[src/rtl/hwpe_stream_source_sequencer_if.sv]
// Handshake bundles for the source sequencer: descriptor push side and streamer-source side.
// The "master" modport drives the request/payload; the "slave" modport answers it.
interface hwpe_seq_desc_if #(
  parameter int unsigned REPEAT_WIDTH = 8
);
  logic                    valid;
  logic                    ready;
  logic [31:0]             addr;
  logic [15:0]             trans_size;
  logic [15:0]             line_stride;
  logic [15:0]             line_length;
  logic [REPEAT_WIDTH-1:0] rep;
  logic [31:0]             jump;

  modport master (
    output valid, addr, trans_size, line_stride, line_length, rep, jump,
    input  ready
  );
  modport slave (
    input  valid, addr, trans_size, line_stride, line_length, rep, jump,
    output ready
  );
endinterface

interface hwpe_seq_src_if;
  logic        req_start;
  logic        ready_start;
  logic        done;
  logic [31:0] addr;
  logic [15:0] trans_size;
  logic [15:0] line_stride;
  logic [15:0] line_length;

  modport master (
    output req_start, addr, trans_size, line_stride, line_length,
    input  ready_start, done
  );
  modport slave (
    input  req_start, addr, trans_size, line_stride, line_length,
    output ready_start, done
  );
endinterface

[src/rtl/hwpe_stream_source_sequencer.sv]
// Queues source-transfer descriptors and replays each one on the streamer source,
// optionally repeated with an address jump, counting completed jobs.
//
// state | meaning
// IDLE  | waiting for a descriptor; pops and loads the FIFO head
// SKIP  | zero-size descriptor: job_done_o shown, source untouched
// START | src_req_start_o high until the source accepts
// WAIT  | transfer running; waiting for src_done_i
module hwpe_stream_source_sequencer #(
  parameter int unsigned FIFO_DEPTH   = 4,
  parameter int unsigned REPEAT_WIDTH = 8
) (
  input  logic                        clk_i,
  input  logic                        rst_ni,
  input  logic                        clear_i,
  hwpe_seq_desc_if.slave              desc,
  hwpe_seq_src_if.master              src,
  output logic                        busy_o,
  output logic                        job_done_o,
  output logic                        all_done_o,
  output logic [$clog2(FIFO_DEPTH):0] fifo_count_o,
  output logic [15:0]                 jobs_completed_o
);

  localparam int unsigned PTR_W = $clog2(FIFO_DEPTH);
  localparam int unsigned CNT_W = PTR_W + 1;

  typedef enum logic [1:0] {IDLE, SKIP, START, WAIT} state_e;

  typedef struct packed {
    logic [31:0]             addr;
    logic [15:0]             trans_size;
    logic [15:0]             line_stride;
    logic [15:0]             line_length;
    logic [REPEAT_WIDTH-1:0] rep;
    logic [31:0]             jump;
  } desc_t;

  state_e                  state_q, state_d;
  desc_t                   mem_q [FIFO_DEPTH];
  desc_t                   desc_in, head;
  logic [PTR_W-1:0]        wr_ptr_q, rd_ptr_q;
  logic [CNT_W-1:0]        count_q, count_d;
  logic                    push, pop;

  logic [31:0]             addr_q, addr_d, jump_q, jump_d;
  logic [15:0]             size_q, size_d, stride_q, stride_d, length_q, length_d;
  logic [REPEAT_WIDTH-1:0] rep_q, rep_d, rep_cnt_q, rep_cnt_d;
  logic                    job_done_q, job_done_d, all_done_q, all_done_d;
  logic [15:0]             jobs_q, jobs_d;

  assign desc_in.addr        = desc.addr;
  assign desc_in.trans_size  = desc.trans_size;
  assign desc_in.line_stride = desc.line_stride;
  assign desc_in.line_length = desc.line_length;
  assign desc_in.rep         = desc.rep;
  assign desc_in.jump        = desc.jump;

  assign desc.ready = (count_q != CNT_W'(FIFO_DEPTH));
  assign push       = desc.valid & desc.ready & ~clear_i;
  assign head       = mem_q[rd_ptr_q];
  assign count_d    = count_q + CNT_W'(push) - CNT_W'(pop);

  // Payload storage needs no reset: occupancy and pointers define validity.
  always_ff @(posedge clk_i) begin
    if (push) mem_q[wr_ptr_q] <= desc_in;
  end

  always_ff @(posedge clk_i or negedge rst_ni) begin
    if (!rst_ni) begin
      state_q    <= IDLE;
      wr_ptr_q   <= '0;
      rd_ptr_q   <= '0;
      count_q    <= '0;
      addr_q     <= '0;
      jump_q     <= '0;
      size_q     <= '0;
      stride_q   <= '0;
      length_q   <= '0;
      rep_q      <= '0;
      rep_cnt_q  <= '0;
      job_done_q <= 1'b0;
      all_done_q <= 1'b0;
      jobs_q     <= '0;
    end else if (clear_i) begin
      state_q    <= IDLE;
      wr_ptr_q   <= '0;
      rd_ptr_q   <= '0;
      count_q    <= '0;
      addr_q     <= '0;
      jump_q     <= '0;
      size_q     <= '0;
      stride_q   <= '0;
      length_q   <= '0;
      rep_q      <= '0;
      rep_cnt_q  <= '0;
      job_done_q <= 1'b0;
      all_done_q <= 1'b0;
      jobs_q     <= '0;
    end else begin
      state_q    <= state_d;
      if (push) wr_ptr_q <= wr_ptr_q + PTR_W'(1);
      if (pop)  rd_ptr_q <= rd_ptr_q + PTR_W'(1);
      count_q    <= count_d;
      addr_q     <= addr_d;
      jump_q     <= jump_d;
      size_q     <= size_d;
      stride_q   <= stride_d;
      length_q   <= length_d;
      rep_q      <= rep_d;
      rep_cnt_q  <= rep_cnt_d;
      job_done_q <= job_done_d;
      all_done_q <= all_done_d;
      jobs_q     <= jobs_d;
    end
  end

  always_comb begin
    state_d    = state_q;
    pop        = 1'b0;
    addr_d     = addr_q;
    jump_d     = jump_q;
    size_d     = size_q;
    stride_d   = stride_q;
    length_d   = length_q;
    rep_d      = rep_q;
    rep_cnt_d  = rep_cnt_q;
    job_done_d = 1'b0;
    unique case (state_q)
      IDLE: begin
        if (count_q != '0) begin
          pop       = 1'b1;
          addr_d    = head.addr;
          jump_d    = head.jump;
          size_d    = head.trans_size;
          stride_d  = head.line_stride;
          length_d  = head.line_length;
          rep_d     = head.rep;
          rep_cnt_d = '0;
          // Zero-size jobs complete immediately; the pulse shows while in SKIP.
          if (head.trans_size == '0) begin
            state_d    = SKIP;
            job_done_d = 1'b1;
          end else begin
            state_d = START;
          end
        end
      end
      SKIP:  state_d = IDLE;
      START: if (src.ready_start) state_d = WAIT;
      WAIT: begin
        if (src.done) begin
          if (rep_cnt_q == rep_q) begin
            job_done_d = 1'b1;
            state_d    = IDLE;
          end else begin
            rep_cnt_d = rep_cnt_q + REPEAT_WIDTH'(1);
            addr_d    = addr_q + jump_q;
            state_d   = START;
          end
        end
      end
      default: state_d = IDLE;
    endcase
  end

  assign all_done_d = job_done_d & (count_d == '0);
  assign jobs_d     = jobs_q + 16'(job_done_d);

  assign src.req_start   = (state_q == START);
  assign src.addr        = addr_q;
  assign src.trans_size  = size_q;
  assign src.line_stride = stride_q;
  assign src.line_length = length_q;

  assign busy_o           = (state_q != IDLE) | (count_q != '0);
  assign job_done_o       = job_done_q;
  assign all_done_o       = all_done_q;
  assign fifo_count_o     = count_q;
  assign jobs_completed_o = jobs_q;

endmodule
[src/flat_wrapper.sv]
// flat-port wrapper written by rule: the top's interface ports become plain ports
module hwpe_stream_source_sequencer_flat 
#(
  parameter int unsigned FIFO_DEPTH   = 4,
  parameter int unsigned REPEAT_WIDTH = 8
)
  (clk_i, rst_ni, clear_i, busy_o, job_done_o, all_done_o, fifo_count_o, jobs_completed_o, desc_valid, desc_addr, desc_trans_size, desc_line_stride, desc_line_length, desc_rep, desc_jump, desc_ready, src_req_start, src_addr, src_trans_size, src_line_stride, src_line_length, src_ready_start, src_done);
  hwpe_seq_desc_if #(.REPEAT_WIDTH(REPEAT_WIDTH)) desc_i ();
  hwpe_seq_src_if src_i ();
  input  logic clk_i;
  input  logic rst_ni;
  input  logic clear_i;
  output logic busy_o;
  output logic job_done_o;
  output logic all_done_o;
  output logic [$clog2(FIFO_DEPTH):0] fifo_count_o;
  output logic [15:0] jobs_completed_o;
  input wire logic [$bits(desc_i.valid)-1:0] desc_valid;
  input wire logic [$bits(desc_i.addr)-1:0] desc_addr;
  input wire logic [$bits(desc_i.trans_size)-1:0] desc_trans_size;
  input wire logic [$bits(desc_i.line_stride)-1:0] desc_line_stride;
  input wire logic [$bits(desc_i.line_length)-1:0] desc_line_length;
  input wire logic [$bits(desc_i.rep)-1:0] desc_rep;
  input wire logic [$bits(desc_i.jump)-1:0] desc_jump;
  output wire logic [$bits(desc_i.ready)-1:0] desc_ready;
  output wire logic [$bits(src_i.req_start)-1:0] src_req_start;
  output wire logic [$bits(src_i.addr)-1:0] src_addr;
  output wire logic [$bits(src_i.trans_size)-1:0] src_trans_size;
  output wire logic [$bits(src_i.line_stride)-1:0] src_line_stride;
  output wire logic [$bits(src_i.line_length)-1:0] src_line_length;
  input wire logic [$bits(src_i.ready_start)-1:0] src_ready_start;
  input wire logic [$bits(src_i.done)-1:0] src_done;
  assign desc_i.valid = desc_valid;
  assign desc_i.addr = desc_addr;
  assign desc_i.trans_size = desc_trans_size;
  assign desc_i.line_stride = desc_line_stride;
  assign desc_i.line_length = desc_line_length;
  assign desc_i.rep = desc_rep;
  assign desc_i.jump = desc_jump;
  assign desc_ready = desc_i.ready;
  assign src_req_start = src_i.req_start;
  assign src_addr = src_i.addr;
  assign src_trans_size = src_i.trans_size;
  assign src_line_stride = src_i.line_stride;
  assign src_line_length = src_i.line_length;
  assign src_i.ready_start = src_ready_start;
  assign src_i.done = src_done;
  hwpe_stream_source_sequencer #(.FIFO_DEPTH(FIFO_DEPTH), .REPEAT_WIDTH(REPEAT_WIDTH)) u_core (.clk_i(clk_i), .rst_ni(rst_ni), .clear_i(clear_i), .desc(desc_i), .src(src_i), .busy_o(busy_o), .job_done_o(job_done_o), .all_done_o(all_done_o), .fifo_count_o(fifo_count_o), .jobs_completed_o(jobs_completed_o));
endmodule
[config.mk]
export PLATFORM = sky130hd
export DESIGN_NAME = hwpe_stream_source_sequencer_flat
export DESIGN_NICKNAME = d
export VERILOG_FILES = /design/src/rtl/hwpe_stream_source_sequencer_if.sv /design/src/rtl/hwpe_stream_source_sequencer.sv /design/src/flat_wrapper.sv
export SDC_FILE = /design/constraint.sdc
export NUM_CORES = 1
export LEC_CHECK = 0
export ABC_AREA = 1
export BUFFER_PORTS_ARGS = -buffer_cell sky130_fd_sc_hd__buf_2
export CAP_MARGIN = 5
export CORE_MARGIN = 2
export CORE_UTILIZATION = 55
export DETAILED_ROUTE_END_ITERATION = 6
export PLACE_DENSITY = 0.86
export SLEW_MARGIN = 20
export SYNTH_ARGS = -nofsm -noshare
export SYNTH_HDL_FRONTEND = slang
export SYNTH_SLANG_ARGS = --single-unit
[constraint.sdc]
create_clock -name clk_i -period 7.3 [get_ports clk_i]
set_input_delay 1.095 -clock clk_i [delete_from_list [all_inputs] [get_ports clk_i]]
set_output_delay 1.095 -clock clk_i [all_outputs]
set_load 0.02 [all_outputs]
==> results.sh, run 1 <==
export IMPL_area_delta_synth_final_pct=13.16
export IMPL_dr_pass1_iters=6
export IMPL_grt_pass1_wl_mm=104.0
export IMPL_hold_viol_final=0
export IMPL_startpoint_type="flip-flop"
export IMPL_syn_area_mm2=0.02720
export IMPL_setup_viol=0
export IMPL_synth_cells=2466
export IMPL_routed_top_layer="met5"
export IMPL_ant_nets=0
export IMPL_dp_cells=3252
export IMPL_core_mm2=0.04885
export IMPL_clock_path_buffers=3
export IMPL_syn_nets=2637
export IMPL_grt_max_degree=147
export IMPL_num_vias=19690
export IMPL_initial_core_util_pct=55.68
export IMPL_h_tree_depth=2
export IMPL_wl_met1_mm=26.84
export IMPL_regArea_mm2=0.01830
export IMPL_cts_buffers=60
export IMPL_hold_path_startpoint="u_core.src.line_length[0]$_DFFE_PN0P_"
export IMPL_grt_pass1_vias=19370
export IMPL_cts_sinks=635
export IMPL_worst_slack_ns=2.911
export IMPL_via_per_inst=5.819
export IMPL_fin_crit_ns=4.389
export IMPL_nNetsFinal=2823
export IMPL_ios=230
export IMPL_cts_root_buf="clkbuf_16"
export IMPL_rows=81
export IMPL_final_common_cell="nand2_1"
export IMPL_post_place_ws_ns=3.041
export IMPL_layout_drive_gt1_share_pct=13.61
export IMPL_post_cts_buffers=0
export IMPL_portBuffers=229
export IMPL_synth_top_area_cell="edfxtp_1"
export IMPL_synth_seq_area_share_pct=67.25
export IMPL_final_cell_mix="nand2_1 (685), edfxtp_1 (480), buf_2 (228), nand3_1 (176), nor2_1 (175)"
export IMPL_worstPathMaxFanout=89
export IMPL_synth_distinct_cells=43
export IMPL_layoutNonFillerInstCount=3383
export IMPL_critPathMostFrequentCell="nand2_1"
export IMPL_ys_async_sr_fraction_pct=24.41
export IMPL_yosys_warnings=0
export IMPL_synth_main_ff_cell="edfxtp_1"
export IMPL_max_clock_freq_mhz=227.8
export IMPL_hpwl_mm=41.60
export IMPL_avgRoutedWirePerCell_um=20.15
export IMPL_fillers=3635
export IMPL_fin_skew_ns=0.02986
export IMPL_synth_top_cell_area_share_pct=52.99
export IMPL_irDropWorstVdd_mv=0.3481
export IMPL_cpMaxStageDelayCell="dfrtp_4"
export IMPL_crit_buf_inv=4
export IMPL_die_w_um=226.4
export IMPL_slew_headroom_pct=26.37
export IMPL_cts_tree="built"
export IMPL_syn_area_per_cell_um2=11.03
export IMPL_overflow=0
export IMPL_die_h_um=226.4
export IMPL_drc=0
export IMPL_cts_resized=0
export IMPL_wl_mm=68.17
export IMPL_maxCapViolations=0
export IMPL_rsz0062_at_grt="false"
export IMPL_crit_start="u_core.rd_ptr_q[0]$_DFFE_PN0P_"
export IMPL_holdWs_ns=0.5137
export IMPL_multi_input_area_mm2=0.007662
export IMPL_cp_slowest_stage_delay_ns=1.04
export IMPL_worst_slew_pin_slew_ns=1.098
export IMPL_path_clk_slew_ns=0.06
export IMPL_fin_setup_tns_ns=0
export IMPL_met3WireLength_mm=5.849
export IMPL_status="finished, final reports clean"
export IMPL_worstPathArrival_ns=4.89
export IMPL_end_kind="flip-flop"
export IMPL_hold_class="flip-flop to flip-flop"
export IMPL_p_leak_uw=0.01251
export IMPL_grtUsageTotal_pct=26.35
export IMPL_synth_edff_count=480
export IMPL_globalplace_congestion=0.9917
export IMPL_crit_family="simple AND/OR/NAND/NOR gates"
export IMPL_clkLatencyLatePin_ns=0.65
export IMPL_ys_ff_latch=635
export IMPL_route_met2_wl_mm=32.95
export IMPL_postCtsHoldBufs=0
export IMPL_synthTopCellsByArea="edfxtp_1 (53%), dfrtp_1 (14%), nand2_1 (9.5%)"
export IMPL_maxSlewViolCount=0
export IMPL_fin_crit_sh_pct=60.13
export IMPL_grt_antenna_before_repair=26
export IMPL_crit_type="flip-flop to flip-flop"
export IMPL_powerDensity_mw_per_mm2=369.4
export IMPL_worstReg2RegStart="u_core.rd_ptr_q[0]$_DFFE_PN0P_"
export IMPL_drtIter0Drc=2197
export IMPL_cp_required_ns=7.80
export IMPL_die_area_mm2=0.05125
==> registers in the layout, indices dropped and copies added (netlist names), 16 cells and up <==
name                     cells
u_core.jobs_completed_o     16
u_core.jump_q               32
u_core.mem_q               480
u_core.src.addr             32
u_core.src.line_length      16
u_core.src.line_stride      16
u_core.src.trans_size       16
==> worst reg2reg max path, stage by stage, from the launching register on <==
cell and delay [ns]:
dfrtp_4 1.04, inv_6 0.45, buf_16 0.37, nand2_1 0.18, nand3_1 0.09, nand2_1 0.15
nand2_1 0.07, nor2_1 0.11, nand2_1 0.12, nor2_2 0.16, nand2_1 0.08, nand2_1 0.09
nand2_1 0.06, inv_1 0.07, ha_1 0.13, nand2_1 0.04, inv_1 0.06, nand2_1 0.06
nor2_1 0.12, nand2_1 0.11, nor2_1 0.19, nand2_1 0.08, nor2_1 0.13, nand2_1 0.08
nor2_1 0.14, nor3_1 0.07
==> logic make-up (layout without fill, tap and decap cells) <==
group	after synthesis	count (layout)	synth area share [%]
buf+inv	292	530	4.687
simple gates	1076	1076	16.03
compound gates	392	392	9.071
fa+ha+maj	45	45	2.125
xor+xnor	26	26	0.8372
flops	635	635	67.25
other cells	0	15	0
==> power by group <==
part	internal (µW)	switching, µW	leakage, µW
combinational	1130	2450	0.00512
sequential	4340	364	0.00644
clock	1720	1370	0.000947
total	7190	4180	0.0125
==> cell type report <==
class | instances | share of cell area (%)
Antenna cell | 15 | 0.1220
Clock buffer | 81 | 5.264
Clock inverter | 33 | 1.098
Inverter | 169 | 2.110
Multi-Input combinational cell | 1539 | 24.89
Sequential cell | 635 | 59.44
Tap cell | 664 | 2.699
Timing Repair Buffer | 247 | 4.370
==> synthesized netlist by cell type (2+ instances only) <==
cell and count:
xnor2_1 13, inv_2 2, nand3_1 176, inv_1 163, nor3_1 10, buf_2 49
a32o_1 72, nand2_1 685, buf_4 19, xor2_1 13, nand2_4 3, edfxtp_1 480
o221a_2 13, a221oi_1 2, o22ai_1 9, o21ai_1 23, o21bai_1 3, buf_6 5
and3_1 3, inv_4 3, ha_1 43, nand2_2 3, nand3b_1 2, fa_1 2
o221ai_1 4, nand4_1 8, nor2_1 179, nor2_2 3, o31ai_1 4, dfrtp_1 155
o21ai_0 147, clkbuf_1 49, a21oi_1 111
==> worst paths after layout <==
path | endpoint | slack, ns | cells past startpoint
worst min-delay path | u_core.src.line_length[0]$_DFFE_PN0P_ | 0.51 | 2
min in group asynchronous | u_core.src.trans_size[0]$_DFFE_PN0P_ | 0.53 | 1
worst max-delay path | u_core.jobs_completed_o[9]$_DFF_PN0_ | 2.91 | 25
max in group asynchronous | u_core.src.addr[12]$_DFFE_PN0P_ | 5.22 | 2
worst min register to register | u_core.src.line_length[0]$_DFFE_PN0P_ | 0.51 | 2
worst max register to register | u_core.jobs_completed_o[9]$_DFF_PN0_ | 2.91 | 25
==> metrics by stage <==
stage                     instance area, µm²  power [µW]  util, %
after floorplan                        27200        7192        -
after detailed placement               28740        8246    58.83
after global routing                   30770       11900    62.98
after global placement                 28740        8100    58.83
final                                  30780       11370    63.01
after CTS                              30690       11330    62.83
==> layer usage <==
| layer | vias to the layer above | track usage [%] |
|---|---|---|
| li1 | 8939 | - |
| met1 | 9624 | 34.38 |
| met2 | 924 | 42.90 |
| met3 | 176 | 5.896 |
| met4 | 24 | 10.99 |
| met5 | - | 0 |
Note: power is estimated with default switching activity, not from simulation.
==> run 2, diff against run 1 <==
Settings changed: ABC_AREA 1 to 0, CORE_UTILIZATION 55 to 54, PLACE_DENSITY 0.86 to 0.88.
Clock period 7.3 ns to 3.9 ns, I/O delays scaled along.
==> results.sh, run 2 <==
export IMPL_status="finished, final reports clean"
export IMPL_slew_headroom_pct=35.72
export IMPL_fillers=3312
export IMPL_globalplace_congestion=0.9305
export IMPL_synth_top_area_cell="edfxtp_1"
export IMPL_hold_class="primary input to asynchronous set/reset pin"
export IMPL_die_area_mm2=0.04952
export IMPL_final_util_pct=63.12
export IMPL_fin_crit_ns=3.615
export IMPL_top_register="u_core.mem_q"
export IMPL_hold_viol_final=0
export IMPL_fin_setup_tns_ns=0
export IMPL_grt_pass1_wl_mm=93.09
export IMPL_reg2regPathDepth=13
export IMPL_cts_root_buf="clkbuf_16"
export IMPL_cts_buffers=66
export IMPL_fin_crit_sh_pct=92.69
export IMPL_synth_distinct_cells=61
export IMPL_die_w_um=222.5
export IMPL_clkLatencyLatePin_ns=0.61
export IMPL_h_tree_depth=3
export IMPL_ys_ff_latch=635
export IMPL_synth_most_common_cell="edfxtp_1"
export IMPL_core_mm2=0.04745
export IMPL_p_leak_uw=0.01115
export IMPL_avgRoutedWirePerCell_um=24.06
export IMPL_grtUsageTotal_pct=24.95
export IMPL_drtIter0Drc=1507
export IMPL_portBuffers=229
export IMPL_irDropWorstVdd_mv=0.6197
export IMPL_rows=80
export IMPL_p_int_uw=13850
export IMPL_drc=0
export IMPL_switchingPower_uw=6730
export IMPL_area_delta_synth_final_pct=16.12
export IMPL_met3WireLength_mm=5.616
export IMPL_crit_type="flip-flop to flip-flop"
export IMPL_maxCapViolations=0
export IMPL_clock_path_buffers=3
export IMPL_grt_antenna_before_repair=21
export IMPL_via_per_inst=6.052
export IMPL_synthTopCellsByArea="edfxtp_1 (56%), dfrtp_1 (15%), mux4_2 (9.9%)"
export IMPL_initial_core_util_pct=54.35
export IMPL_cts_sinks=635
export IMPL_postCtsHoldBufs=0
export IMPL_p_sw_share_pct=32.70
export IMPL_ios=230
export IMPL_worst_slew_pin_slew_ns=0.9568
export IMPL_num_vias=15310
export IMPL_max_clock_freq_mhz=276.6
export IMPL_synth_main_ff_cell="edfxtp_1"
export IMPL_dr_pass1_iters=5
export IMPL_synth_edff_count=480
export IMPL_synth_cells=1601
export IMPL_synth_seq_area_share_pct=70.93
export IMPL_synth_top_cell_area_share_pct=55.89
export IMPL_wl_mm=60.84
export IMPL_nNetsFinal=2021
export IMPL_syn_area_per_cell_um2=16.11
export IMPL_setup_viol=0
export IMPL_worstReg2RegStart="u_core.rd_ptr_q[1]$_DFFE_PN0P_"
export IMPL_end_kind="flip-flop"
export IMPL_routed_top_layer="met5"
export IMPL_multi_input_area_mm2=0.007088
export IMPL_rsz0062_at_grt="false"
export IMPL_ant_nets=0
export IMPL_layout_drive_gt1_share_pct=25.84
export IMPL_regArea_mm2=0.01830
export IMPL_ys_async_sr_fraction_pct=24.41
export IMPL_worstPathMaxFanout=25
export IMPL_p_clk_share_pct=30.3
export IMPL_p_seq_share_pct=41.9
export IMPL_grt_pass1_vias=15610
export IMPL_r2r_end="u_core.jobs_completed_o[13]$_DFF_PN0_"
export IMPL_reg2reg_setup_slack_ns=0.29
export IMPL_maxSlewViolCount=0
export IMPL_route_met2_wl_mm=30.04
export IMPL_overflow=0
export IMPL_cts_tree="built"
export IMPL_final_common_cell="edfxtp_1"
export IMPL_worstPathArrival_ns=4.09
export IMPL_largest_reg_flops=480
export IMPL_hpwl_mm=38.81
export IMPL_syn_area_mm2=0.02579
export IMPL_grt_max_degree=91
export IMPL_syn_nets=1772
export IMPL_wl_met1_mm=23.63
export IMPL_powerDensity_mw_per_mm2=687.2
export IMPL_fin_skew_ns=0.02263
export IMPL_final_cell_mix="edfxtp_1 (480), buf_2 (227), nand2_1 (224), dfrtp_1 (153), a21oi_1 (134)"
export IMPL_die_h_um=222.5
export IMPL_path_clk_slew_ns=0.06
export IMPL_startpoint_type="flip-flop"
export IMPL_yosys_warnings=0
export IMPL_cp_required_ns=4.37
export IMPL_synth_common_cells="edfxtp_1 (480), nand2_1 (224), dfrtp_1 (155)"
export IMPL_combPwrFrac_pct=27.8
## run 2: final cells by class
cell class	count	area share, %
timing repair buffer	263	5.097
inverter	22	0.2799
sequential	635	61.11
antenna	10	0.08356
clock buffer	93	6.196
tap	615	2.570
clock inverter	29	0.9944
multi-input combinational	862	23.67
## run 2: what timing repair did
| item | 4_1_cts | 5_1_grt |
|---|---|---|
| setup endpoints to repair | 0 | 2 |
| setup buffers | 0 | 1 |
| gates resized for setup | 0 | 1 |
## run 2: power by group through the flow
| stage | Clock [µW] | Combinational (µW) | Sequential [µW] |
|---|---|---|---|
| 2_1_floorplan | 0 | 3580 | 8960 |
| 3_3_place_gp | 0 | 5500 | 8690 |
| 3_5_place_dp | 0 | 5650 | 8750 |
| 4_1_cts | 6330 | 5710 | 8630 |
| 5_1_grt | 6560 | 6210 | 8690 |
| 6_report | 6230 | 5720 | 8620 |
## run 2: cell families (layout without fill, tap and decap cells)
logic type / after synthesis / after routing / share of synthesized area (%)
adders and majority gates: 45 / 45 / 2.242
and+or+nand+nor: 377 / 377 / 6.395
other: 0 / 10 / 0
AOI/OAI and AO/OA: 251 / 251 / 5.793
xor gates and xnor gates: 61 / 61 / 2.072
buffers and inverters: 104 / 407 / 1.669
muxes: 128 / 128 / 10.90
DFF: 635 / 635 / 70.93
## run 2: worst max-delay path: stages (launching register included)
cell      delay (ns)
dfrtp_4         0.65
buf_4           0.32
mux4_2          0.36
nor4_1          0.44
nand4_1         0.32
o22ai_1         0.25
nand2b_1        0.12
inv_1           0.10
ha_1            0.22
nand2_1         0.12
nor3_2          0.22
nand3_1         0.13
xor2_1          0.15
nor2_1          0.06
## run 2: worst max-delay path by stage
| stage | from | end | slack (ns) | cells past startpoint |
|---|---|---|---|---|
| floorplan | u_core.fifo_count_o[1]$_DFF_PN0_ | u_core.mem_q[0][0]$_DFFE_PP_ | 0.76 | 5 |
| global placement | u_core.rd_ptr_q[1]$_DFFE_PN0P_ | u_core.jobs_completed_o[15]$_DFF_PN0_ | 0.30 | 13 |
| detailed placement | u_core.rd_ptr_q[0]$_DFFE_PN0P_ | u_core.jobs_completed_o[13]$_DFF_PN0_ | 0.18 | 12 |
| CTS | u_core.rd_ptr_q[1]$_DFFE_PN0P_ | u_core.jobs_completed_o[13]$_DFF_PN0_ | 0.12 | 13 |
| global route | u_core.rd_ptr_q[1]$_DFFE_PN0P_ | u_core.jobs_completed_o[13]$_DFF_PN0_ | 0.08 | 13 |
| finish | u_core.rd_ptr_q[1]$_DFFE_PN0P_ | u_core.jobs_completed_o[13]$_DFF_PN0_ | 0.29 | 13 |
## run 2: per-layer routing
| metal | up-vias | GRT usage (%) |
|---|---|---|
| met5 | - | 0 |
| met4 | 22 | 7.144 |
| met3 | 136 | 7.154 |
| met2 | 704 | 40.42 |
| met1 | 7804 | 33.32 |
| li1 | 6640 | - |
## run 2: stage by stage
step | total power (µW) | cell area (µm²) | setup WS, ns | hold slack, ns | std cells
after floorplan | 12530 | 25790 | 0.7631 | 0.2894 | 1601
after global placement | 14190 | 27750 | 0.2959 | 0.4964 | 2396
after detailed placement | 14400 | 27750 | 0.1758 | 0.5151 | 2396
after CTS | 20670 | 29900 | 0.1157 | 0.09685 | 2518
after global routing | 21460 | 29930 | 0.07880 | 0.1045 | 2521
final | 20580 | 29950 | 0.2850 | 0.04419 | 2529
